## config.mk

```make
export PLATFORM = sky130hd
export DESIGN_NAME = cv32e40x_xif_aes_sched_flat
export DESIGN_NICKNAME = d
export VERILOG_FILES = /design/src/rtl/cv32e40x_xif_aes_sched_pkg.sv /design/src/rtl/cv32e40x_xif_aes_sched_if.sv /design/src/rtl/cv32e40x_xif_aes_sched.sv /design/src/flat_wrapper.sv
export SDC_FILE = /design/constraint.sdc
export NUM_CORES = 1
export LEC_CHECK = 0
export BUFFER_PORTS_ARGS = -buffer_cell sky130_fd_sc_hd__buf_2
export CORE_MARGIN = 5
export CORE_UTILIZATION = 56
export CTS_CLUSTER_SIZE = 10
export DETAILED_ROUTE_END_ITERATION = 10
export PLACE_DENSITY = 0.92
export SLEW_MARGIN = 10
export SYNTH_ARGS = -nofsm -noshare
export SYNTH_HDL_FRONTEND = slang
export SYNTH_SLANG_ARGS = --single-unit
```

## constraint.sdc

```tcl
create_clock -name clk_i -period 5.93 [get_ports clk_i]
set_input_delay 1.4825 -clock clk_i [delete_from_list [all_inputs] [get_ports clk_i]]
set_output_delay 1.4825 -clock clk_i [all_outputs]
set_load 0.01 [all_outputs]
```

## src/rtl/cv32e40x_xif_aes_sched_pkg.sv

```systemverilog
// cv32e40x_xif_aes_sched_pkg: AES32 encodings and scheduler types
package cv32e40x_xif_aes_sched_pkg;
  localparam logic [6:0] AES32 = 7'b0101011;
  localparam logic [4:0] AES32ESI = 5'b10001;
  localparam logic [4:0] AES32ESMI = 5'b10011;
  localparam logic [4:0] AES32DSI = 5'b10101;
  localparam logic [4:0] AES32DSMI = 5'b10111;
  typedef enum logic [3:0] {
    AES_NONE  = 4'b0000,
    AES_ENCS  = 4'b0001,
    AES_ENCSM = 4'b0010,
    AES_DECS  = 4'b0100,
    AES_DECSM = 4'b1000
  } aes_op_e;
  typedef enum logic [1:0] {IDLE, EXEC, RESP} aes_sched_state_e;
  function automatic aes_op_e aes_decode(input logic [4:0] f);
    return f == AES32ESI ? AES_ENCS : f == AES32ESMI ? AES_ENCSM :
           f == AES32DSI ? AES_DECS : f == AES32DSMI ? AES_DECSM : AES_NONE;
  endfunction
endpackage

```

## src/rtl/cv32e40x_xif_aes_sched_if.sv

```systemverilog
// cv32e40x_xif_aes_sched_if: issue, commit, result and FU channels of the AES32 scheduler
interface cv32e40x_xif_aes_sched_if #(
  parameter int X_ID_WIDTH = 4,
  parameter int X_RFR_WIDTH = 32
);
  logic issue_valid_i, issue_ready_o, issue_accept_o;
  logic [31:0] issue_instr_i;
  logic [X_ID_WIDTH-1:0] issue_id_i;
  logic [1:0] issue_rs_valid_i;
  logic [X_RFR_WIDTH-1:0] issue_rs1_i, issue_rs2_i;
  logic commit_valid_i, commit_kill_i;
  logic [X_ID_WIDTH-1:0] commit_id_i;
  logic fu_valid_o, fu_ready_i;
  logic [X_RFR_WIDTH-1:0] fu_rs1_o, fu_rs2_o, fu_rd_i;
  logic [1:0] fu_bs_o;
  logic [3:0] fu_op_o;
  logic result_valid_o, result_ready_i, result_we_o;
  logic [X_ID_WIDTH-1:0] result_id_o;
  logic [X_RFR_WIDTH-1:0] result_data_o;
  logic [4:0] result_rd_o;
  modport master (
    output issue_valid_i, issue_instr_i, issue_id_i, issue_rs_valid_i, issue_rs1_i, issue_rs2_i,
    output commit_valid_i, commit_id_i, commit_kill_i, fu_rd_i, fu_ready_i, result_ready_i,
    input issue_ready_o, issue_accept_o, fu_valid_o, fu_rs1_o, fu_rs2_o, fu_bs_o, fu_op_o,
    input result_valid_o, result_id_o, result_data_o, result_rd_o, result_we_o
  );
  modport slave (
    input issue_valid_i, issue_instr_i, issue_id_i, issue_rs_valid_i, issue_rs1_i, issue_rs2_i,
    input commit_valid_i, commit_id_i, commit_kill_i, fu_rd_i, fu_ready_i, result_ready_i,
    output issue_ready_o, issue_accept_o, fu_valid_o, fu_rs1_o, fu_rs2_o, fu_bs_o, fu_op_o,
    output result_valid_o, result_id_o, result_data_o, result_rd_o, result_we_o
  );
endinterface

```

## src/rtl/cv32e40x_xif_aes_sched.sv

```systemverilog
// cv32e40x_xif_aes_sched: in-order, commit-gated AES32 issue queue feeding the saes32 FU
module cv32e40x_xif_aes_sched
  import cv32e40x_xif_aes_sched_pkg::*;
#(
  parameter int DEPTH = 4,
  parameter int X_ID_WIDTH = 4,
  parameter int X_RFR_WIDTH = 32
) (
  input logic clk_i,
  input logic rst_n,
  cv32e40x_xif_aes_sched_if.slave xif
);
  localparam int PW = $clog2(DEPTH);
  typedef struct packed {
    logic [X_ID_WIDTH-1:0] id;
    logic [X_RFR_WIDTH-1:0] rs1;
    logic [X_RFR_WIDTH-1:0] rs2;
    logic [1:0] bs;
    aes_op_e op;
    logic [4:0] rd;
    logic committed;
    logic killed;
  } entry_t;
  entry_t q [DEPTH];
  entry_t hd;
  logic [DEPTH-1:0] v_q;
  logic [PW-1:0] head_q, tail_q;
  logic [PW:0] cnt_q;
  aes_sched_state_e state_q;
  aes_op_e op_d;
  logic push, pop, hit, new_hit, head_c, head_k;
  assign op_d = aes_decode(xif.issue_instr_i[29:25]);
  assign hd = q[head_q];
  // Head status looks ahead at this cycle's commit so dispatch starts the cycle after it
  assign hit = xif.commit_valid_i && hd.id == xif.commit_id_i;
  assign head_c = v_q[head_q] && (hd.committed || (hit && !xif.commit_kill_i && !hd.killed));
  assign head_k = v_q[head_q] && (hd.killed || (hit && xif.commit_kill_i && !hd.committed));
  assign pop = state_q == IDLE ? head_k : state_q == EXEC && xif.fu_ready_i;
  assign xif.issue_ready_o = rst_n && (cnt_q != (PW+1)'(DEPTH) || pop);
  assign xif.issue_accept_o = xif.issue_valid_i && xif.issue_instr_i[6:0] == AES32 &&
                              op_d != AES_NONE && &xif.issue_rs_valid_i && xif.issue_ready_o;
  assign push = xif.issue_accept_o;
  assign new_hit = xif.commit_valid_i && xif.commit_id_i == xif.issue_id_i;
  assign xif.fu_rs1_o = xif.fu_valid_o ? hd.rs1 : '0;
  assign xif.fu_rs2_o = xif.fu_valid_o ? hd.rs2 : '0;
  assign xif.fu_bs_o = xif.fu_valid_o ? hd.bs : 2'b00;
  assign xif.fu_op_o = xif.fu_valid_o ? hd.op : AES_NONE;
  assign xif.result_we_o = xif.result_valid_o;
  always_ff @(posedge clk_i) begin
    for (int i = 0; i < DEPTH; i++)
      if (v_q[i] && xif.commit_valid_i && q[i].id == xif.commit_id_i) begin
        q[i].committed <= q[i].committed || (!xif.commit_kill_i && !q[i].killed);
        q[i].killed <= q[i].killed || (xif.commit_kill_i && !q[i].committed);
      end
    if (push)
      q[tail_q] <= '{id: xif.issue_id_i, rs1: xif.issue_rs1_i, rs2: xif.issue_rs2_i,
                     bs: xif.issue_instr_i[31:30], op: op_d, rd: xif.issue_instr_i[11:7],
                     committed: new_hit && !xif.commit_kill_i, killed: new_hit && xif.commit_kill_i};
  end
  always_ff @(posedge clk_i or negedge rst_n)
    if (!rst_n) begin
      head_q <= '0;
      tail_q <= '0;
      cnt_q <= '0;
      v_q <= '0;
    end else begin
      if (pop) begin
        head_q <= head_q + 1'b1;
        v_q[head_q] <= 1'b0;
      end
      if (push) begin
        tail_q <= tail_q + 1'b1;
        v_q[tail_q] <= 1'b1;
      end
      cnt_q <= cnt_q + (PW+1)'(push) - (PW+1)'(pop);
    end
  always_ff @(posedge clk_i or negedge rst_n)
    if (!rst_n) begin
      state_q <= IDLE;
      xif.fu_valid_o <= 1'b0;
      xif.result_valid_o <= 1'b0;
      xif.result_id_o <= '0;
      xif.result_data_o <= '0;
      xif.result_rd_o <= '0;
    end else
      case (state_q)
        IDLE: if (head_c) begin
          state_q <= EXEC;
          xif.fu_valid_o <= 1'b1;
        end
        EXEC: if (xif.fu_ready_i) begin
          state_q <= RESP;
          xif.fu_valid_o <= 1'b0;
          xif.result_valid_o <= 1'b1;
          xif.result_id_o <= hd.id;
          xif.result_data_o <= xif.fu_rd_i;
          xif.result_rd_o <= hd.rd;
        end
        RESP: if (xif.result_ready_i) begin
          state_q <= head_c ? EXEC : IDLE;
          xif.fu_valid_o <= head_c;
          xif.result_valid_o <= 1'b0;
        end
        default: state_q <= IDLE;
      endcase
endmodule

```

## src/flat_wrapper.sv

```systemverilog
// flat-port wrapper written by rule: the top's interface ports become plain ports
module cv32e40x_xif_aes_sched_flat import cv32e40x_xif_aes_sched_pkg::*;
#(
  parameter int DEPTH = 4,
  parameter int X_ID_WIDTH = 4,
  parameter int X_RFR_WIDTH = 32
)
  (clk_i, rst_n, xif_issue_valid_i, xif_issue_instr_i, xif_issue_id_i, xif_issue_rs_valid_i, xif_issue_rs1_i, xif_issue_rs2_i, xif_commit_valid_i, xif_commit_id_i, xif_commit_kill_i, xif_fu_rd_i, xif_fu_ready_i, xif_result_ready_i, xif_issue_ready_o, xif_issue_accept_o, xif_fu_valid_o, xif_fu_rs1_o, xif_fu_rs2_o, xif_fu_bs_o, xif_fu_op_o, xif_result_valid_o, xif_result_id_o, xif_result_data_o, xif_result_rd_o, xif_result_we_o);
  cv32e40x_xif_aes_sched_if #(.X_ID_WIDTH(X_ID_WIDTH), .X_RFR_WIDTH(X_RFR_WIDTH)) xif_i ();
  input logic clk_i;
  input logic rst_n;
  input wire logic [$bits(xif_i.issue_valid_i)-1:0] xif_issue_valid_i;
  input wire logic [$bits(xif_i.issue_instr_i)-1:0] xif_issue_instr_i;
  input wire logic [$bits(xif_i.issue_id_i)-1:0] xif_issue_id_i;
  input wire logic [$bits(xif_i.issue_rs_valid_i)-1:0] xif_issue_rs_valid_i;
  input wire logic [$bits(xif_i.issue_rs1_i)-1:0] xif_issue_rs1_i;
  input wire logic [$bits(xif_i.issue_rs2_i)-1:0] xif_issue_rs2_i;
  input wire logic [$bits(xif_i.commit_valid_i)-1:0] xif_commit_valid_i;
  input wire logic [$bits(xif_i.commit_id_i)-1:0] xif_commit_id_i;
  input wire logic [$bits(xif_i.commit_kill_i)-1:0] xif_commit_kill_i;
  input wire logic [$bits(xif_i.fu_rd_i)-1:0] xif_fu_rd_i;
  input wire logic [$bits(xif_i.fu_ready_i)-1:0] xif_fu_ready_i;
  input wire logic [$bits(xif_i.result_ready_i)-1:0] xif_result_ready_i;
  output wire logic [$bits(xif_i.issue_ready_o)-1:0] xif_issue_ready_o;
  output wire logic [$bits(xif_i.issue_accept_o)-1:0] xif_issue_accept_o;
  output wire logic [$bits(xif_i.fu_valid_o)-1:0] xif_fu_valid_o;
  output wire logic [$bits(xif_i.fu_rs1_o)-1:0] xif_fu_rs1_o;
  output wire logic [$bits(xif_i.fu_rs2_o)-1:0] xif_fu_rs2_o;
  output wire logic [$bits(xif_i.fu_bs_o)-1:0] xif_fu_bs_o;
  output wire logic [$bits(xif_i.fu_op_o)-1:0] xif_fu_op_o;
  output wire logic [$bits(xif_i.result_valid_o)-1:0] xif_result_valid_o;
  output wire logic [$bits(xif_i.result_id_o)-1:0] xif_result_id_o;
  output wire logic [$bits(xif_i.result_data_o)-1:0] xif_result_data_o;
  output wire logic [$bits(xif_i.result_rd_o)-1:0] xif_result_rd_o;
  output wire logic [$bits(xif_i.result_we_o)-1:0] xif_result_we_o;
  assign xif_i.issue_valid_i = xif_issue_valid_i;
  assign xif_i.issue_instr_i = xif_issue_instr_i;
  assign xif_i.issue_id_i = xif_issue_id_i;
  assign xif_i.issue_rs_valid_i = xif_issue_rs_valid_i;
  assign xif_i.issue_rs1_i = xif_issue_rs1_i;
  assign xif_i.issue_rs2_i = xif_issue_rs2_i;
  assign xif_i.commit_valid_i = xif_commit_valid_i;
  assign xif_i.commit_id_i = xif_commit_id_i;
  assign xif_i.commit_kill_i = xif_commit_kill_i;
  assign xif_i.fu_rd_i = xif_fu_rd_i;
  assign xif_i.fu_ready_i = xif_fu_ready_i;
  assign xif_i.result_ready_i = xif_result_ready_i;
  assign xif_issue_ready_o = xif_i.issue_ready_o;
  assign xif_issue_accept_o = xif_i.issue_accept_o;
  assign xif_fu_valid_o = xif_i.fu_valid_o;
  assign xif_fu_rs1_o = xif_i.fu_rs1_o;
  assign xif_fu_rs2_o = xif_i.fu_rs2_o;
  assign xif_fu_bs_o = xif_i.fu_bs_o;
  assign xif_fu_op_o = xif_i.fu_op_o;
  assign xif_result_valid_o = xif_i.result_valid_o;
  assign xif_result_id_o = xif_i.result_id_o;
  assign xif_result_data_o = xif_i.result_data_o;
  assign xif_result_rd_o = xif_i.result_rd_o;
  assign xif_result_we_o = xif_i.result_we_o;
  cv32e40x_xif_aes_sched #(.DEPTH(DEPTH), .X_ID_WIDTH(X_ID_WIDTH), .X_RFR_WIDTH(X_RFR_WIDTH)) u_core (.clk_i(clk_i), .rst_n(rst_n), .xif(xif_i));
endmodule
```

After elaboration in Yosys (flattened, before gate mapping)
Memories as Yosys holds them, arrays and structs flattened.
Index checks and enable logic that the tools add are counted.

word-level totals
  register bits = 56
  bits in writable memories = 324
  output and inout bits = 116
  word-level logic and storage cells = 143
  memories = 1

memories
  name      depth  bits a word  rd ports  clocked after Yosys merged registers in  write ports  line                          RTL
  u_core.q  4      81           5         0                                        5            cv32e40x_xif_aes_sched.sv:24  entry_t q [DEPTH];

operators by class
  add/subtract/negate cells = 4
  magnitude comparators = 4
  equal/unequal tests = 17
  muxes and demuxes = 39
  bitwise gates (word level) = 3
  reduce and logical (&&, ||, !) cells = 65

operators with widths
  cell                                                  count
  two-way mux 32 bit                                    2
  logical AND 1 bit                                     34
  two-way mux 4 bit                                     7
  equality test 4 bit                                   6
  equality test 5 bit (second input constant)           4
  two-way mux 1 bit                                     20
  zero test 1 bit                                       11
  logical OR 1 bit                                      11
  two-way mux 2 bit                                     4
  equality test 7 x 6 -> 1 bit (second input constant)  1
  < comparator 2 x 3 -> 1 bit (second input constant)   2
  case mux 2 bit (3 select lines)                       1
  AND reduction 3 bit                                   2
  adder 2 x 1 -> 2 bit (second input constant)          2
  bitwise AND 4 bit                                     1
  demux 1 bit (select 2 bit)                            2
  >= comparator 2 x 1 -> 1 bit (second input constant)  2
  inequality test 2 bit (second input constant)         2
  NOT 4 bit                                             1
  bitwise OR 4 bit                                      1
  AND reduction 2 bit                                   2
  AND reduction 4 bit                                   1
  nonzero test 4 bit                                    1
  adder 3 x 1 -> 3 bit                                  1
  other kinds (11)                                      11

Longest topological paths before layout
An unclocked memory read counts as a cell.

  depth in word-level cells = 13
  gate-level depth with buffers = 13
  mapped depth without buffers = 10

Least setup slack after synthesis
Ideal clock, no wire load.

  path kind = in2reg
  start = in xif_commit_valid_i
  end = mem u_core.q[0][10] (netlist bit) (enable)
  setup time = 0.446 ns
  data arrival time = 4.950 ns
  path slack = 0.534 ns
  cell stages on the path = 7
  path through = clkbuf_1 -> or3b_1 -> mux2i_1 -> o2111ai_2 -> or2_1 -> a21oi_1 -> and2_1

RTL lines
  item                line                          RTL
  start: declaration  flat_wrapper.sv:18            input wire logic [$bits(xif_i.commit_valid_i)-1:0] xif_commit_valid_i;
  end: declaration    cv32e40x_xif_aes_sched.sv:24

Worst setup path in the final report
  start = in xif_commit_valid_i
  end = out xif_issue_accept_o

on the way
  cells in the longest elaborated chain, start to end = 9

RTL lines
  item                            line                          RTL
  logical AND 1 bit               cv32e40x_xif_aes_sched.sv:35  assign hit = xif.commit_valid_i && hd.id == xif.commit_id_i;
  logical AND 1 bit (2 in a row)  cv32e40x_xif_aes_sched.sv:37  assign head_k = v_q[head_q] && (hd.killed || (hit && xif.commit_kill_i && !hd.committed));
  logical OR 1 bit                cv32e40x_xif_aes_sched.sv:37
  logical AND 1 bit               cv32e40x_xif_aes_sched.sv:37
  two-way mux 1 bit               cv32e40x_xif_aes_sched.sv:38  assign pop = state_q == IDLE ? head_k : state_q == EXEC && xif.fu_ready_i;
  logical OR 1 bit                cv32e40x_xif_aes_sched.sv:39  assign xif.issue_ready_o = rst_n && (cnt_q != (PW+1)'(DEPTH) || pop);
  logical AND 1 bit               cv32e40x_xif_aes_sched.sv:39
  logical AND 1 bit               cv32e40x_xif_aes_sched.sv:41  op_d != AES_NONE && &xif.issue_rs_valid_i && xif.issue_ready_o;
  end: declaration                flat_wrapper.sv:25            output wire logic [$bits(xif_i.issue_accept_o)-1:0] xif_issue_accept_o;

No other way between the ends.

==> results.yml <==
timing:
  maxSlewViolCount: 0
  fmaxAchievable_ghz: 0.202
  fin_crit_sh_pct: 83.5
  final.setup.tns_ps: 0
  setup_violations: 0
  tightest_slew_ps: 928
  min_period_ps: 4950
  rsz0062_at_grt: "no"
  hold_violations: 0
  fin_skew_ps: 19.4
  slew_headroom_pct: 38.1
setup_path:
  r2r-start: "u_core.head_q[0]$_DFFE_PN0P_"
  critPathLaunchType: "primary input"
  worstPathMaxFanout: 9
  crit_arrival_ps: 3470
  crit_required_ps: 4450
  rr_worst_depth: 7
  cp-end-kind: "output pin"
  critPathKind: "primary input to output pin"
  reg2reg_slack_ps: 1920
  r2r_end: "u_core.q[0][29]$_DFFE_PP_"
cts:
  ctsHtreeMaxLevel: 2
  clk-insertion-delay-late_ps: 520
  cts_hold_buffers: 0
  clock_sinks: 380
  cts_root_buf: "clkbuf_16"
  cts_tree: "done"
  cts_made_buffers: 44
  post_cts_resized: 0
  ctsLongestPathBuffers: 3
  post-cts-setup-buffer-count: 0
  cts.reportedPaths.clkPinSlew_ps: 50
synthesis:
  syn_inst: 863
  ys_ff_latch: 380
  synthDistinctLibCells: 46
  synth.avg_cell_area_um2: 17.6
  ys_seq_area_share_pct: 73.2
  netlist_area_mm2: 0.0152
  synth_ff_type: "edfxtp_1"
  async_flop_share_pct: 14.7
  yosys_warnings: 0
  synth_edf_count: 324
  syn-num-nets: 1018
worst_hold_path:
  holdPathEnd: "u_core.xif.result_data_o[5]$_DFFE_PN0P_"
  holdPathStages: 2
  min-delay-start: "u_core.xif.result_data_o[5]$_DFFE_PN0P_"
  hold_class: "flop to flop"
routing:
  vias: 8347
  drt_iter0_drc: 656
  drt-total-wl_um: 31500
  ant_nets: 0
  via_per_inst: 5.63
  drt_pass1_iterations: 5
  wl_per_cell_um: 21.3
  route.detailed.drc: 0
die:
  ioPinCount: 261
  rows: 60
  die_x_um: 175
  die-area_mm2: 0.0306
  initial_core_util_pct: 56.6
  die_h_um: 175
  core_area_mm2: 0.0269
finish:
  stdcell_area_mm2: 0.0180
  register_area_mm2: 0.0111
  multi_input_area_mm2: 0.00381
  num-fill-cells: 1707
  area_delta_synth_final_pct: 18.6
  instances_no_fill: 1483
  drive_gt1_share_pct: 35.7
  fin_nets: 1280
grt:
  grtUsageTotal_pct: 20.8
  grt_first_pass_wirelength_um: 49900
  grt_max_degree: 80
  gr-total-overflow: 0
  antenna_found_initial: 5
  grt_pass1_vias: 8918
placed_design:
  dp_hpwl_um: 19600
  placed_area_mm2: 0.0168
  gp_congestion: 0.834
  placed_cells: 1420
  portBuffers: 247
power:
  leakagePower_nw: 7.10
  totalPowerFinal_mw: 5.28
  ir_worst_vdd_v: 0.000276
  powerDensity_mw_per_mm2: 292
run_status:
  status: "complete, no violations"
flow_run:
  max_cap_viol_count: 0
## layer usage
metal	share of wire (%)	vias to the layer above	track usage, %
met1	39	4169	27.5
met4	1.6	8	5.27
met5	0.15	-	0
li1	-	3774	-
met2	51	344	34.9
met3	8.3	52	5.41
## power by group
group          total [mW]  internal, mW  switching (mW)
registers            2.90          2.90        0.000150
logic              0.0938        0.0395          0.0542
clock network        2.28          1.35           0.931
total                5.28          4.29           0.985
## cell families (layout without fill, tap and decap cells)
kind of cell / after synthesis / count (layout) / share of synthesized area, %
and+or+nand+nor: 251 / 251 / 8.18
muxes: 94 / 94 / 12.9
other: 0 / 2 / 0
xor gates and xnor gates: 19 / 19 / 1.19
buffers and inverters: 70 / 347 / 1.87
adders and majority gates: 10 / 10 / 0.872
AOI/OAI and AO/OA: 39 / 39 / 1.87
DFF: 380 / 380 / 73.2
## layout by cell type (no fill, tap or decap), types with 2 or more instances in the layout
cell,n
ha_1,9
nor4_1,2
dfrtp_4,2
o211ai_1,4
clkbuf_1,11
nand3_1,5
nor3_1,5
clkinv_1,2
clkbuf_16,44
a31o_2,3
buf_12,3
nand2b_1,3
xor2_1,6
a21bo_1,2
mux2i_1,12
nand4bb_1,2
o22ai_1,3
and2_1,71
buf_2,247
and2_4,4
nand2_1,132
nor2_1,11
mux4_2,81
and3_1,2
nor3b_1,2
diode_2,2
edfxtp_1,324
nand2_4,4
inv_1,26
a21oi_1,9
dfrtp_1,53
nand3b_1,4
xnor2_2,2
xnor2_1,11
a222oi_1,3
o21ai_0,7
buf_4,10
o21ai_1,2
## worst max-delay path by stage
stage	slack, ps	to	cells past startpoint	from
4_1_cts	940	xif_issue_accept_o	6	xif_issue_instr_i[28]
5_1_grt	820	xif_issue_accept_o	6	xif_issue_instr_i[28]
3_3_place_gp	1020	xif_issue_accept_o	6	xif_issue_instr_i[28]
3_5_place_dp	980	xif_issue_accept_o	6	xif_issue_instr_i[28]
2_1_floorplan	530	u_core.q[0][10]$_DFFE_PP_	7	xif_commit_valid_i
6_report	980	xif_issue_accept_o	7	xif_commit_valid_i
## cell type report
cell class,count,area share [%]
diodes,2,0.0277
multi-input cells,413,21.1
well taps,341,2.36
inverters,26,0.541
repair buffers,260,7.60
flip-flops and latches,380,61.7
clock buffers,56,6.41
clock inverters,5,0.208
## worst max-delay path, cell delays in order
cell       delay (ps)
buf_2             200
or3b_1            360
mux2i_1           170
o2111ai_2         220
or2_1             320
a21oi_1           470
buf_2             250
## synth_stat cells (all sizes together), types with 3 or more instances
| master | instances | area share, % |
|---|---|---|
| o211ai | 4 | 0.20 |
| and2 | 75 | 3.1 |
| nand2b | 3 | 0.12 |
| edfxtp | 324 | 64 |
| nand3b | 4 | 0.20 |
| mux2i | 12 | 0.79 |
| nand3 | 5 | 0.16 |
| nand2 | 136 | 3.6 |
| mux4 | 81 | 12 |
| a222oi | 3 | 0.20 |
| dfrtp | 56 | 9.2 |
| clkbuf | 35 | 0.86 |
| inv | 26 | 0.64 |
| o22ai | 3 | 0.12 |
| xnor2 | 13 | 0.85 |
| xor2 | 6 | 0.35 |
| a31o | 3 | 0.17 |
| buf | 9 | 0.37 |
| nor3 | 5 | 0.16 |
| ha | 9 | 0.74 |
| nor2 | 11 | 0.27 |
| o21ai | 9 | 0.30 |
| a21oi | 9 | 0.30 |
## sequential cells by signal (all words and copies together), names as in the netlist
name	flops
u_core.state_q	2
u_core.head_q	2
u_core.v_q	4
u_core.xif.result_id_o	4
u_core.xif.result_valid_o	1
u_core.xif.result_rd_o	5
u_core.q	324
u_core.xif.fu_valid_o	1
u_core.xif.result_data_o	32
u_core.cnt_q	3
u_core.tail_q	2
## stage by stage
stage	setup WS (ps)	util (%)	hold WS, ps
after detailed placement	975	62.7	456
after global placement	1020	62.7	448
after floorplan	534	-	479
after CTS	935	67.1	470
after global routing	817	67.1	478
final	976	67.1	465
Note: power is estimated with default switching activity, not from simulation.
